### src/rtl/shift_sipo_rx.sv
// Serial-to-parallel frame receiver: reassembles start-framed serial bits into
// WIDTH-bit words and hands them over through a one-entry valid/ready slot.
module shift_sipo_rx #(
    parameter int unsigned WIDTH     = 4,
    parameter bit          MSB_FIRST = 1'b1
) (
    input  logic             shift_reg_clk,
    input  logic             shift_reg_rst_n,
    input  logic             shift_rx_sin,
    input  logic             shift_rx_sin_vld,
    input  logic             shift_rx_start,
    input  logic             shift_rx_dout_rdy,
    input  logic             shift_rx_ovf_clr,
    output logic [WIDTH-1:0] shift_rx_dout,
    output logic             shift_rx_dout_vld,
    output logic             shift_rx_busy,
    output logic             shift_rx_ovf
);

    localparam int unsigned CNT_W = $clog2(WIDTH);
    localparam logic [CNT_W-1:0] CNT_LAST = CNT_W'(WIDTH - 1);
    localparam logic [CNT_W-1:0] CNT_ONE  = CNT_W'(1);

    typedef enum logic {
        IDLE  = 1'b0,
        SHIFT = 1'b1
    } state_e;

    state_e           state_q, state_d;
    logic [WIDTH-1:0] sr_q, sr_d;
    logic [CNT_W-1:0] cnt_q, cnt_d;
    logic [WIDTH-1:0] dout_q, dout_d;
    logic             vld_q, vld_d;
    logic             busy_q, busy_d;
    logic             ovf_q, ovf_d;
    logic [WIDTH-1:0] sr_cap;
    logic             word_done;

    // Shift register contents with the current serial bit applied
    function automatic logic [WIDTH-1:0] capture(input logic [WIDTH-1:0] sr,
                                                  input logic             b);
        if (MSB_FIRST) begin
            return {sr[WIDTH-2:0], b};
        end else begin
            return {b, sr[WIDTH-1:1]};
        end
    endfunction

    always_comb begin
        state_d   = state_q;
        sr_d      = sr_q;
        cnt_d     = cnt_q;
        dout_d    = dout_q;
        vld_d     = vld_q;
        ovf_d     = ovf_q;
        word_done = 1'b0;
        sr_cap    = capture(sr_q, shift_rx_sin);

        if (vld_q && shift_rx_dout_rdy) begin
            vld_d = 1'b0;
        end

        case (state_q)
            IDLE: begin
                if (shift_rx_sin_vld && shift_rx_start) begin
                    sr_d    = sr_cap;
                    cnt_d   = CNT_ONE;
                    state_d = SHIFT;
                end
            end
            SHIFT: begin
                if (shift_rx_sin_vld) begin
                    sr_d = sr_cap;
                    if (shift_rx_start) begin
                        // Resync: the start bit becomes bit 0 of a fresh word
                        cnt_d = CNT_ONE;
                    end else if (cnt_q == CNT_LAST) begin
                        cnt_d     = '0;
                        state_d   = IDLE;
                        word_done = 1'b1;
                    end else begin
                        cnt_d = cnt_q + CNT_ONE;
                    end
                end
            end
            default: begin
                state_d = IDLE;
            end
        endcase

        if (shift_rx_ovf_clr) begin
            ovf_d = 1'b0;
        end

        // Delivery into the holding slot; a drop sets overflow over a clear
        if (word_done) begin
            if (!vld_q || shift_rx_dout_rdy) begin
                dout_d = sr_cap;
                vld_d  = 1'b1;
            end else begin
                ovf_d = 1'b1;
            end
        end

        busy_d = (state_d == SHIFT);
    end

    always_ff @(posedge shift_reg_clk or negedge shift_reg_rst_n) begin
        if (!shift_reg_rst_n) begin
            state_q <= IDLE;
            sr_q    <= '0;
            cnt_q   <= '0;
            dout_q  <= '0;
            vld_q   <= 1'b0;
            busy_q  <= 1'b0;
            ovf_q   <= 1'b0;
        end else begin
            state_q <= state_d;
            sr_q    <= sr_d;
            cnt_q   <= cnt_d;
            dout_q  <= dout_d;
            vld_q   <= vld_d;
            busy_q  <= busy_d;
            ovf_q   <= ovf_d;
        end
    end

    assign shift_rx_dout     = dout_q;
    assign shift_rx_dout_vld = vld_q;
    assign shift_rx_busy     = busy_q;
    assign shift_rx_ovf      = ovf_q;

endmodule

### config.mk
export PLATFORM = sky130hd
export DESIGN_NAME = shift_sipo_rx
export DESIGN_NICKNAME = d
export VERILOG_FILES = /design/src/rtl/shift_sipo_rx.sv
export SDC_FILE = /design/constraint.sdc
export NUM_CORES = 1
export LEC_CHECK = 0
export CAP_MARGIN = 10
export CORE_AREA = 8 8 51 53
export CTS_CLUSTER_SIZE = 24
export DETAILED_ROUTE_END_ITERATION = 8
export DIE_AREA = 0 0 59 61
export SLEW_MARGIN = 20
export SYNTH_ARGS = -nofsm -noshare
export SYNTH_HDL_FRONTEND = slang
export SYNTH_SLANG_ARGS = --single-unit
export TNS_END_PERCENT = 100
### constraint.sdc
create_clock -name shift_reg_clk -period 1.45 [get_ports shift_reg_clk]
set_input_delay 0.2175 -clock shift_reg_clk [delete_from_list [all_inputs] [get_ports shift_reg_clk]]
set_output_delay 0.2175 -clock shift_reg_clk [all_outputs]
set_load 0.05 [all_outputs]
==> flow_metrics.py <==
metrics = {
    "run_status": {
        "status": "completed",
    },
    "cells_and_area": {
        "drive_gt1_share_pct": 45.0,
        "nNetsFinal": 69,
        "syn2layout_area_growth_pct": 60.6,
        "final_util_pct": 44.8,
        "n_antenna_cell": 0,
        "fillers": 178,
        "layout.cells.most_common": "dfrtp_1",
        "final_cell_mix": "dfrtp_1 (11), mux2_2 (7), buf_12 (7)",
    },
    "sta": {
        "max_slew_margin_pct": 80.4,
        "whs_ns": 0.193,
        "hold_violations": 0,
        "slew_viol_final": 0,
        "fin_crit_ns": 1.40,
        "setup_viol": 0,
        "final.setup_skew_ns": 0.00249,
        "worst_pin_slew_ns": 0.292,
        "clock.fmax_ghz": 0.715,
        "period_share_pct": 96.5,
    },
    "die": {
        "rows": 16,
        "design.die.area_sq_um": 3600,
        "die_h_microns": 61,
        "ios": 14,
        "die_w_microns": 59,
        "initial_utilization_pct": 27.9,
        "coreArea_sq_um": 1840,
    },
    "drt": {
        "vias": 368,
        "vias_per_cell": 4.23,
        "dr.pass1.iters": 2,
        "wire_per_inst_microns": 11.8,
        "drc": 0,
        "drtIter0Drc": 4,
        "wirelength_mm": 1.02,
        "ant_nets": 0,
    },
    "clock_tree": {
        "cts_tree": "done",
        "post_cts_buffers": 0,
        "htree_levels": 1,
        "numCtsBuffers": 3,
        "path_clk_slew_ns": 0.07,
        "clock_sinks": 12,
        "root_buffer": "clkbuf_4",
        "clkLatencyLatePin_ns": 0.26,
        "cts_buffer_depth": 2,
    },
    "global_routing": {
        "grtUsageMet2_pct": 9.35,
        "grt_max_degree": 9,
        "antenna_found_initial": 0,
        "grt_pass1_vias": 372,
        "grt_use_total_pct": 6.02,
        "top_usage_layer": "met2",
        "grtUsageMet1_pct": 6.22,
        "gr-usage-met3_pct": 2.54,
        "overflow": 0,
        "grt_pass1_wl_mm": 1.58,
    },
    "worst_hold_path": {
        "hp-class": "input pin to async pin",
    },
    "placement": {
        "dp_hpwl_microns": 825,
        "gp_congestion": 0.667,
        "io_buffer_count": 13,
    },
    "power_and_ir_drop": {
        "power.total_w": 0.00165,
        "vdd.ir_drop.worst_v": 0.000976,
        "p_per_area_nw_per_um2": 2000,
        "leakagePower_nw": 0.366,
    },
    "setup_path": {
        "path_cells": "ha_4, nand4b_4, nor2b_4, mux2_2",
        "cp_max_fo": 4,
        "startpoint_type": "flop",
        "critPathArrivalTime_ns": 1.55,
        "cp.required_ns": 1.60,
        "critPathSlowestCell": "dfrtp_1",
        "endpoint_kind": "flop",
        "critical_path_class": "flop to flop",
        "max_stage_delay_ns": 0.43,
    },
    "yosys": {
        "synth_nets": 46,
        "yosysWarnings": 0,
        "seq_area_frac_synth_pct": 58.4,
        "netlist_area_sq_um": 514,
        "yosysUniqueCellTypes": 14,
        "avgSynthCellArea_sq_um": 13.5,
        "synth-seq-cells": 12,
        "synth_cells": 38,
    },
    "run": {
        "maxCapViolCount": 0,
    },
}
## where the power goes
group          internal [W]  switching [W]  leakage, nW
clock              0.000106       0.000102       0.0150
sequential         0.000462       0.000150        0.146
combinational      0.000444       0.000384        0.205
## logic make-up (layout without fill, tap and decap cells)
logic type / Yosys count / in the layout / synth area share (%)
AND/OR/NAND/NOR: 10 / 10 / 14.6
AO/OA/AOI/OAI: 6 / 6 / 7.79
flip-flops: 12 / 12 / 58.4
buffers and inverters: 2 / 24 / 1.46
adder cells (fa/ha/maj): 1 / 1 / 2.43
multiplexers: 7 / 7 / 15.3
## metrics by stage
| stage | instance area (sq um) | std cells | TNS, ns | setup WS, ns |
|---|---|---|---|---|
| after global placement | 787 | 83 | -0.568 | -0.0956 |
| after CTS | 813 | 87 | 0 | 0.0218 |
| after detailed placement | 787 | 83 | -0.767 | -0.146 |
| after floorplan | 515 | 38 | 0 | 0.0806 |
| final | 826 | 87 | 0 | 0.0509 |
| after global routing | 826 | 87 | -0.0110 | -0.00743 |
## final timing paths
| kind | startpoint | endpoint | slack, ns | depth (start not counted) |
|---|---|---|---|---|
| worst max-delay path | cnt_q[0] | shift_rx_dout[1] | 0.05 | 4 |
| worst min-delay path | shift_reg_rst_n | cnt_q[0] | 0.19 | 1 |
| worst max register to register | cnt_q[0] | shift_rx_dout[1] | 0.05 | 4 |
| worst min register to register | sr_q[2] | sr_q[2] | 0.52 | 1 |
| max in group asynchronous | shift_reg_rst_n | shift_rx_dout[1] | 0.87 | 2 |
| min in group shift_reg_clk | sr_q[2] | sr_q[2] | 0.52 | 1 |
## cell type report
cell class | count | area, sq um | share of cell area [%]
Clock buffer | 4 | 26.3 | 3.18
Inverter | 2 | 7.51 | 0.909
Multi-Input combinational cell | 24 | 219 | 26.5
Sequential cell | 12 | 302 | 36.5
Tap cell | 27 | 33.8 | 4.09
Timing Repair Buffer | 18 | 238 | 28.8
## state kept, by name (all words and copies together), names as in the netlist
name	flops
shift_rx_busy	1
cnt_q	2
sr_q	3
shift_rx_dout	4
shift_rx_ovf	1
shift_rx_dout_vld	1
## routing by layer
metal / vias to the layer above / wire length (microns) / share of wire [%]
li1: 179 / - / -
met2: 12 / 534 / 52
met5: - / 0 / 0
met4: 0 / 17 / 1.7
met1: 173 / 393 / 38
met3: 4 / 79 / 7.7
## worst max-delay path, delay by kind of cell, from the launching register on
| family | cells | cell delay, ns |
|---|---|---|
| adders and majority gates | 1 | 0.19 |
| DFF | 1 | 0.43 |
| muxes | 1 | 0.35 |
| and+or+nand+nor | 2 | 0.31 |
## repair_timing
| action | CTS | global route |
|---|---|---|
| resized for setup | 0 | 3 |
| endpoints found under the setup margin | 0 | 6 |
| hold buffers | 0 | 0 |
## synth_stat cells
| master | number | area (sq um) |
|---|---|---|
| o21ai_0 | 2 | 10.0 |
| nand2_1 | 5 | 18.8 |
| nand2b_1 | 1 | 6.26 |
| o22ai_1 | 2 | 12.5 |
| nor2b_4 | 1 | 13.8 |
| dfrtp_1 | 12 | 300 |
| a22o_2 | 1 | 10.0 |
| nand4b_4 | 1 | 23.8 |
| nand3_1 | 1 | 5.00 |
| ha_1 | 1 | 12.5 |
| o21a_1 | 1 | 7.51 |
| mux2_2 | 7 | 78.8 |
| nor3b_1 | 1 | 7.51 |
| inv_1 | 2 | 7.51 |
(Power assumes the default switching activity.)
